$ cat config.mk
export PLATFORM = sky130hd
export DESIGN_NAME = alu_arbiter
export DESIGN_NICKNAME = d
export VERILOG_FILES = /design/src/rtl/alu_pkg.sv /design/src/rtl/alu.sv /design/src/rtl/alu_arbiter.sv
export SDC_FILE = /design/constraint.sdc
export NUM_CORES = 1
export LEC_CHECK = 0
export BUFFER_PORTS_ARGS = -buffer_cell sky130_fd_sc_hd__buf_2
export CAP_MARGIN = 0
export CORE_ASPECT_RATIO = 1.75
export CORE_MARGIN = 5
export CORE_UTILIZATION = 52
export CTS_CLUSTER_DIAMETER = 30
export CTS_CLUSTER_SIZE = 28
export DETAILED_ROUTE_END_ITERATION = 8
export PLACE_DENSITY = 0.78
export SLEW_MARGIN = 40
export SYNTH_ARGS = -nofsm -noshare
export SYNTH_HDL_FRONTEND = slang
export SYNTH_HIERARCHICAL = 1
export SYNTH_SLANG_ARGS = --single-unit
export TNS_END_PERCENT = 1
$ cat constraint.sdc
create_clock -name clock -period 3.1 [get_ports clock]
set_input_delay 0.62 -clock clock [delete_from_list [all_inputs] [get_ports clock]]
set_output_delay 0.62 -clock clock [all_outputs]
set_load 0.05 [all_outputs]
$ cat src/rtl/alu_pkg.sv
// ALUfn encodings and arbiter FSM state type shared by the ALU and the arbiter.
package alu_pkg;

  localparam logic [4:0] ALU_ADD = 5'b00001;
  localparam logic [4:0] ALU_SUB = 5'b10001;
  localparam logic [4:0] ALU_SLL = 5'b00010;
  localparam logic [4:0] ALU_SRL = 5'b01010;
  localparam logic [4:0] ALU_SRA = 5'b01110;
  localparam logic [4:0] ALU_AND = 5'b00000;
  localparam logic [4:0] ALU_OR  = 5'b00100;
  localparam logic [4:0] ALU_XOR = 5'b01000;
  localparam logic [4:0] ALU_NOR = 5'b01100;
  localparam logic [4:0] ALU_LT  = 5'b10011;
  localparam logic [4:0] ALU_LTU = 5'b10111;

  typedef enum logic [1:0] {
    ST_IDLE = 2'd0,
    ST_EXEC = 2'd1,
    ST_RESP = 2'd2
  } state_e;

endpackage

$ cat src/rtl/alu.sv
// Combinational ALU. Shifts move operand B by the amount in the low bits of A.
// Comparisons return 0/1 in bit 0. Undefined fn codes produce zero.
module alu
  import alu_pkg::*;
#(
  parameter int WIDTH = 8
) (
  input  logic [WIDTH-1:0] a,
  input  logic [WIDTH-1:0] b,
  input  logic [4:0]       fn,
  output logic [WIDTH-1:0] r,
  output logic             z
);

  localparam int SHW = (WIDTH > 1) ? $clog2(WIDTH) : 1;

  logic [SHW-1:0] shamt;
  assign shamt = a[SHW-1:0];

  // Result select by function code.
  always_comb begin
    r = '0;
    case (fn)
      ALU_ADD: r = a + b;
      ALU_SUB: r = a - b;
      ALU_SLL: r = b << shamt;
      ALU_SRL: r = b >> shamt;
      ALU_SRA: r = $unsigned($signed(b) >>> shamt);
      ALU_AND: r = a & b;
      ALU_OR:  r = a | b;
      ALU_XOR: r = a ^ b;
      ALU_NOR: r = ~(a | b);
      ALU_LT:  r[0] = ($signed(a) < $signed(b));
      ALU_LTU: r[0] = (a < b);
      default: r = '0;
    endcase
  end

  assign z = (r == '0);

endmodule

$ cat src/rtl/alu_arbiter.sv
// Two-requester round-robin front end for a single shared ALU.
//
//  state   | meaning
//  --------+-----------------------------------------------------------
//  IDLE    | waiting for a request; granted requester sees ready
//  EXEC    | ALU evaluates latched operands; result registered at exit
//  RESP    | result offered to the granted requester until it takes it
module alu_arbiter
  import alu_pkg::*;
#(
  parameter int WIDTH = 8
) (
  input  logic             clock,
  input  logic             reset,
  input  logic             req0_valid,
  output logic             req0_ready,
  input  logic [WIDTH-1:0] req0_a,
  input  logic [WIDTH-1:0] req0_b,
  input  logic [4:0]       req0_fn,
  input  logic             req1_valid,
  output logic             req1_ready,
  input  logic [WIDTH-1:0] req1_a,
  input  logic [WIDTH-1:0] req1_b,
  input  logic [4:0]       req1_fn,
  output logic             rsp0_valid,
  input  logic             rsp0_ready,
  output logic             rsp1_valid,
  input  logic             rsp1_ready,
  output logic [WIDTH-1:0] rsp_r,
  output logic             rsp_z,
  output logic [7:0]       done_count
);

  state_e           state_q, state_d;
  logic             ptr_q, ptr_d;   // preferred requester when both are valid
  logic [WIDTH-1:0] a_q, a_d;
  logic [WIDTH-1:0] b_q, b_d;
  logic [4:0]       fn_q, fn_d;
  logic             id_q, id_d;
  logic [WIDTH-1:0] rsp_r_q, rsp_r_d;
  logic             rsp_z_q, rsp_z_d;
  logic [7:0]       done_count_q, done_count_d;

  logic             any_valid;
  logic             grant_id;
  logic             rsp_take;
  logic [WIDTH-1:0] alu_r;
  logic             alu_z;

  alu #(.WIDTH(WIDTH)) u_alu (
    .a  (a_q),
    .b  (b_q),
    .fn (fn_q),
    .r  (alu_r),
    .z  (alu_z)
  );

  // Round-robin grant: a lone requester wins, a tie goes to the pointer.
  always_comb begin
    any_valid = req0_valid | req1_valid;
    grant_id  = 1'b0;
    if (req0_valid && req1_valid) grant_id = ptr_q;
    else if (req1_valid)          grant_id = 1'b1;
    rsp_take  = id_q ? rsp1_ready : rsp0_ready;
  end

  // Next-state, datapath capture and handshake outputs.
  always_comb begin
    state_d      = state_q;
    ptr_d        = ptr_q;
    a_d          = a_q;
    b_d          = b_q;
    fn_d         = fn_q;
    id_d         = id_q;
    rsp_r_d      = rsp_r_q;
    rsp_z_d      = rsp_z_q;
    done_count_d = done_count_q;
    req0_ready   = 1'b0;
    req1_ready   = 1'b0;
    rsp0_valid   = 1'b0;
    rsp1_valid   = 1'b0;
    case (state_q)
      ST_IDLE: begin
        if (!reset && any_valid) begin
          req0_ready = ~grant_id;
          req1_ready = grant_id;
          a_d        = grant_id ? req1_a  : req0_a;
          b_d        = grant_id ? req1_b  : req0_b;
          fn_d       = grant_id ? req1_fn : req0_fn;
          id_d       = grant_id;
          ptr_d      = ~grant_id;
          state_d    = ST_EXEC;
        end
      end
      ST_EXEC: begin
        rsp_r_d = alu_r;
        rsp_z_d = alu_z;
        state_d = ST_RESP;
      end
      ST_RESP: begin
        if (!reset) begin
          rsp0_valid = ~id_q;
          rsp1_valid = id_q;
        end
        if (rsp_take) begin
          done_count_d = done_count_q + 8'd1;
          state_d      = ST_IDLE;
        end
      end
      default: state_d = ST_IDLE;
    endcase
  end

  // State and datapath registers with synchronous reset.
  always_ff @(posedge clock) begin
    if (reset) begin
      state_q      <= ST_IDLE;
      ptr_q        <= 1'b0;
      a_q          <= '0;
      b_q          <= '0;
      fn_q         <= '0;
      id_q         <= 1'b0;
      rsp_r_q      <= '0;
      rsp_z_q      <= 1'b0;
      done_count_q <= '0;
    end else begin
      state_q      <= state_d;
      ptr_q        <= ptr_d;
      a_q          <= a_d;
      b_q          <= b_d;
      fn_q         <= fn_d;
      id_q         <= id_d;
      rsp_r_q      <= rsp_r_d;
      rsp_z_q      <= rsp_z_d;
      done_count_q <= done_count_d;
    end
  end

  assign rsp_r      = rsp_r_q;
  assign rsp_z      = rsp_z_q;
  assign done_count = done_count_q;

endmodule

==> results.toml, run 1 <==
[critical_path]
setup.worst_path.class = "flop to flop"
critical_path_arrival_ns = 3.16
rr_startpoint = "a_q[0]$_SDFFE_PP0P_"
crit_start = "a_q[0]$_SDFFE_PP0P_"
worstPathRequired_ns = 3.33
cp-end-kind = "flop"
cp_max_fo = 4
cp-start-kind = "flop"

[final_layout]
drive_above_1_share_pct = 25.95
final_nets = 603
n_antenna_cell = 0
stdcell_area_mm2 = 0.004415
seqCellArea_um2 = 840.8
n_fill_cell = 657
syn_to_final_growth_pct = 15.97
multiInputGateArea_mm2 = 0.002680

[detailed_routing]
drt_iter0_markers = 262
antenna_left = 0
drcViolationCount = 0
viasPerCell = 6.327
detail_route.wl_per_cell_um = 18.90
vias = 3885
first_pass_iters = 5
totalWireLength_mm = 11.60

[logic_synthesis]
yosysTopAreaCell = "dfxtp_1"
syn_avg_cell_area_um2 = 8.170
yosysTopAreaCellShare_pct = 22.08
synth.net_count = 542
yosys_warnings = 6
synth.area.top_cells = "dfxtp_1 (22%), ha_1 (8.5%), a311oi_2 (7.1%), a21oi_1 (7.0%), nand3b_1 (4.7%)"
synthArstFlopShare_pct = 0
yosysSeqAreaShare_pct = 22.08
synth_flop_cell = "dfxtp_1"
synth_edf_count = 0
synth.distinct_cells = 62
synth_area_mm2 = 0.003807
synth_seq_cells = 42
syn_inst = 466

[grt]
track_usage_pct = 26.30
grt_pass1_wl_mm = 18.51
grt_start_max_net_pins = 45
antenna_found_initial = 0
grt_pass1_vias = 3844
grt_overflow_total = 0

[floorplanning]
io_pins = 69
die_h_um = 123.2
floorplan.initialDensity_pct = 53.01
core_region_area_mm2 = 0.007182
die_w_um = 74.69
placementRows = 41
dieArea_mm2 = 0.009201

[clock_tree]
cts_max_level = 2
tritoncts = "yes"
cts_sinks = 42
cts.path.max_buffers = 2
cts_hold_buf = 0
clk-insertion-delay-late_ns = 0.29
cts_buffers = 5
clkTransAtPathRegs_ns = 0.06
post_cts_resized = 0
clock-root-buffer = "clkbuf_16"
post_cts_buffers = 0

[timing]
slew_viol_final = 0
setup_violations = 0
fmax_mhz = 341.0
hold_violations = 0
fin_skew_ns = 0.006301
period_share_pct = 94.61
grt_setup_unrepaired = "no"
timing.final.crit_period_ns = 2.933
relSlewSlack_pct = 51.97
worstMarginPinSlew_ns = 0.7104
setup_tns_ns = 0

[place]
io_buffers = 68
dp_hpwl_mm = 9.000
gp_congestion = 0.9969
placed_area_mm2 = 0.004259

[pwr]
leakagePower_uw = 0.001759
ir_drop_mv = 0.3947
power_density_mw_per_mm2 = 441.8
clockPowerShare_pct = 26.7
p_comb_share_pct = 41.4
switching_share_pct = 38.20
seqPwrFrac_pct = 32.0
p_sw_uw = 745.1
intPower_uw = 1205

[outcome]
run_status = "finished clean"

[flow_run]
drv_cap = 0

[worst_hold_path]
min_from = "rsp_r[7]$_SDFFE_PP0N_"
hold_path.class = "flop to flop"
## flip-flops by register name, summed over array words and instances (netlist names)
name        flops
id_q            1
rsp_z           1
ptr_q           1
a_q             8
rsp_r           8
b_q             8
state_q         2
fn_q            5
done_count      8
## final cells by class
cell class	instances	share of cell area, %
multi-input cells	358	60.70
flip-flops and latches	42	19.04
repair buffers	95	12.38
clock buffers	5	2.834
well taps	86	2.437
inverters	25	2.125
clock inverters	3	0.4817
## final timing paths
check	end	slack, ns	cells past startpoint
setup reg to reg	rsp_z$_SDFFE_PP0N_	0.17	12
setup / recovery	rsp_z$_SDFFE_PP0N_	0.17	12
hold / removal	rsp_r[7]$_SDFFE_PP0N_	0.45	2
hold reg to reg	rsp_r[7]$_SDFFE_PP0N_	0.45	2
## metrics by stage
step	utilization (%)	worst slack, ns	hold slack, ns	instances	power (µW)
floorplan	-	0.03734	0.4792	466	1215
global placement	59.30	0.1075	0.4423	606	1408
detailed placement	59.30	0.1655	0.4470	606	1422
CTS	61.34	0.1546	0.4562	614	1945
global route	61.48	0.002909	0.4734	614	2056
finish	61.48	0.1671	0.4522	614	1951
## cells by family after synthesis
logic type	count (synthesis)	synth area share, %
AO/OA/AOI/OAI	169	32.07
AND/OR/NAND/NOR	127	19.52
buffers and inverters	66	7.690
flip-flops	42	22.08
adder cells (fa/ha/maj)	28	9.596
multiplexers	19	5.587
XOR/XNOR	15	3.450
## power groups by stage
stage | registers [µW] | clock network [µW] | logic, µW
5_1_grt | 630 | 553 | 873
3_3_place_gp | 632 | 0 | 776
4_1_cts | 623 | 530 | 793
2_1_floorplan | 659 | 0 | 556
6_report | 623 | 521 | 807
3_5_place_dp | 635 | 0 | 787
## synth_stat cells (all sizes together) (3+ instances only)
master	instances
o221ai	3
nor2b	7
o21bai	3
nor4b	3
nand2	34
o211a	3
o211ai	5
a311oi	21
o21ai	34
mux2	8
inv	25
or3	3
xor2	4
ha	26
mux2i	10
nand3	6
nor3b	4
a21oi	53
o31ai	8
dfxtp	42
nor3	6
nand3b	24
nand2b	5
xnor2	11
or4	6
buf	18
a31oi	4
nor2	20
a211oi	11
a211o	7
clkbuf	23
## worst max-delay path: stages (launching register included)
cell and delay (ns):
dfxtp_1 0.39, inv_2 0.08, ha_1 0.23, fa_1 0.39
o21bai_1 0.20, a21oi_1 0.09, mux2i_1 0.16, xnor2_1 0.09
a211o_1 0.35, or4b_4 0.55, nor4_2 0.14, nand2_1 0.08
a21oi_1 0.12
## cells in the final DEF (no fill, tap or decap), types with 6 or more instances in the layout
master,n
o21ai_0,33
nor2_1,20
mux2_2,7
ha_1,26
or4_1,6
buf_4,26
inv_1,24
nand3b_1,24
a211oi_1,11
a211o_1,7
nor2b_1,7
a21oi_1,53
xnor2_1,11
a311oi_2,18
nand3_1,6
o31ai_1,8
mux2i_1,10
dfxtp_1,42
nand2_1,34
buf_2,68
## layer usage
layer / vias up / wire length [µm] / global-route usage [%]
met5: - / 0 / 0
met3: 48 / 536 / 3.662
met1: 1820 / 4063 / 26.88
met4: 0 / 654 / 16.59
met2: 172 / 6349 / 48.13
li1: 1845 / - / -
(Power assumes the default switching activity.)
==> run 2: changes to the inputs <==
--- a/config.mk
+++ b/config.mk
@@ -14,6 +14,8 @@
 export CTS_CLUSTER_SIZE = 28
 export DETAILED_ROUTE_END_ITERATION = 8
 export PLACE_DENSITY = 0.78
+export REMOVE_ABC_BUFFERS = 1
+export SETUP_SLACK_MARGIN = 0.5
 export SLEW_MARGIN = 40
 export SYNTH_ARGS = -nofsm -noshare
 export SYNTH_HDL_FRONTEND = slang
==> run 2 against run 1 <==
  * Sequential power about the same
  * Clock skew is 0.0024 ns higher
  * Sequential cell count unchanged
  * Register-to-register slack improved by 0.13 ns
  * Worst hold slack about the same
  * Die area is the same
  * Setup slack better by 0.13 ns
  * Combinational power rose by 7.4%
  * Power is 12% higher
  * Global-route usage decreased by 1.7 points
  * Critical endpoint unchanged
  * Highest routed layer unchanged
==> results.toml, run 2 (synthesis gave the netlist of run 1 again) <==
[outcome]
run_status = "finished clean"

[grt]
antenna_found_initial = 0
track_usage_pct = 24.60
grt_pass1_vias = 3764
grt_overflow_total = 0
grt_pass1_wl_mm = 17.56
grt_start_max_net_pins = 44

[detailed_routing]
totalWireLength_mm = 11.26
drt_iter0_markers = 255
detail_route.wl_per_cell_um = 18.23
vias = 3852
first_pass_iters = 5
antenna_left = 0
viasPerCell = 6.233
drcViolationCount = 0

[worst_hold_path]
hold_path.class = "flop to flop"

[pwr]
power_density_mw_per_mm2 = 472.7
ir_drop_mv = 0.3559
leakagePower_uw = 0.001811

[timing]
setup_tns_ns = 0
slew_viol_final = 0
setup_violations = 0
grt_setup_unrepaired = "yes"
hold_slack_ns = 0.4522
timing.final.crit_period_ns = 2.807
worstMarginPinSlew_ns = 0.5825
hold_violations = 0
fmax_mhz = 356.3
relSlewSlack_pct = 60.66
fin_skew_ns = 0.008679
period_share_pct = 90.54

[final_layout]
final_cell_mix = "buf_2 (68), a21oi_1 (50), dfxtp_1 (38)"
layout_commonest_cell = "buf_2"
n_antenna_cell = 0
final_nets = 607
drive_above_1_share_pct = 30.26
seqCellArea_um2 = 848.3
n_fill_cell = 643
syn_to_final_growth_pct = 20.93
multiInputGateArea_mm2 = 0.002773

[clock_tree]
clock-root-buffer = "clkbuf_16"
clk-insertion-delay-late_ns = 0.29
cts_sinks = 42
tritoncts = "yes"
cts_buffers = 5
cts_hold_buf = 0
cts.path.max_buffers = 2
cts_max_level = 2
clkTransAtPathRegs_ns = 0.06

[floorplanning]
placementRows = 41
io_pins = 69
die_h_um = 123.2
dieArea_mm2 = 0.009201
floorplan.initialDensity_pct = 53.01
die_w_um = 74.69
core_region_area_mm2 = 0.007182

[critical_path]
worstPathRequired_ns = 3.32
cp_max_fo = 22
setup.worst_path.class = "flop to flop"
cp-end-kind = "flop"
critical_path_arrival_ns = 3.03
cp-start-kind = "flop"

[flow_run]
drv_cap = 0

[place]
io_buffers = 68
gp_congestion = 0.9846
dp_hpwl_mm = 8.643
==> run 2: cell types whose count changed in the layout (fill, tap and decap cells not counted), moves of 3 or more <==
cell     before  now
ha_2          0    3
a21oi_2       0    3
ha_1         26   22
dfxtp_1      42   38
a21oi_1      53   50
dfxtp_2       0    3
==> run 2: timing repair <==
action                     4_1_cts  5_1_grt
pin swaps                        4        4
setup endpoints to repair        1        2
resized for setup                7       24
setup buffers                    1        0
==> run 2: per-layer routing <==
layer / wire length [µm] / vias up / part of all wire [%] / GRT usage (%)
li1: - / 1852 / - / -
met4: 585 / 0 / 5.2 / 16.70
met5: 0 / - / 0 / 0
met1: 4266 / 1797 / 38 / 27.76
met2: 5849 / 165 / 52 / 41.35
met3: 562 / 38 / 5.0 / 3.743
==> run 2: final cells by class <==
class / count / share of cell area [%]
Clock buffer: 5 / 2.717
Clock inverter: 3 / 1.495
Inverter: 25 / 2.038
Multi-Input combinational cell: 358 / 60.22
Sequential cell: 42 / 18.42
Tap cell: 86 / 2.337
Timing Repair Buffer: 99 / 12.77
==> run 2: per-stage QoR <==
stage / instance area [µm²] / cells / worst slack (ns) / power (µW) / util (%)
2_1_floorplan: 3608 / 425 / -0.1323 / 1169 / -
3_3_place_gp: 4282 / 609 / 0.2518 / 1423 / 59.62
3_5_place_dp: 4282 / 609 / 0.1985 / 1436 / 59.62
4_1_cts: 4507 / 618 / 0.3034 / 2127 / 62.75
5_1_grt: 4604 / 618 / 0.1820 / 2273 / 64.11
6_report: 4604 / 618 / 0.2932 / 2177 / 64.11
==> run 2: where the power goes <==
group          internal, µW  switching (µW)  leakage [µW]
combinational           360             507       0.00137
clock                   463             222     0.0000940
sequential              581            44.7      0.000345
==> run 2: worst max-delay path, stage by stage, from the launching register on <==
cell and delay, ns:
dfxtp_4 0.37, buf_8 0.18, mux2_2 0.38, o2111ai_1 0.25
o311ai_1 0.17, a221o_1 0.35, a211oi_2 0.22, or4b_4 0.49
nor4_4 0.14, nand2_1 0.09, a21oi_2 0.11
==> run 2: worst paths after layout <==
kind	start	to	slack (ns)	cells after the start
worst max-delay path	a_q[0]$_SDFFE_PP0P_	rsp_z$_SDFFE_PP0N_	0.29	10
worst min-delay path	rsp_r[1]$_SDFFE_PP0N_	rsp_r[1]$_SDFFE_PP0N_	0.45	2
worst max register to register	a_q[0]$_SDFFE_PP0P_	rsp_z$_SDFFE_PP0N_	0.29	10
worst min register to register	rsp_r[1]$_SDFFE_PP0N_	rsp_r[1]$_SDFFE_PP0N_	0.45	2
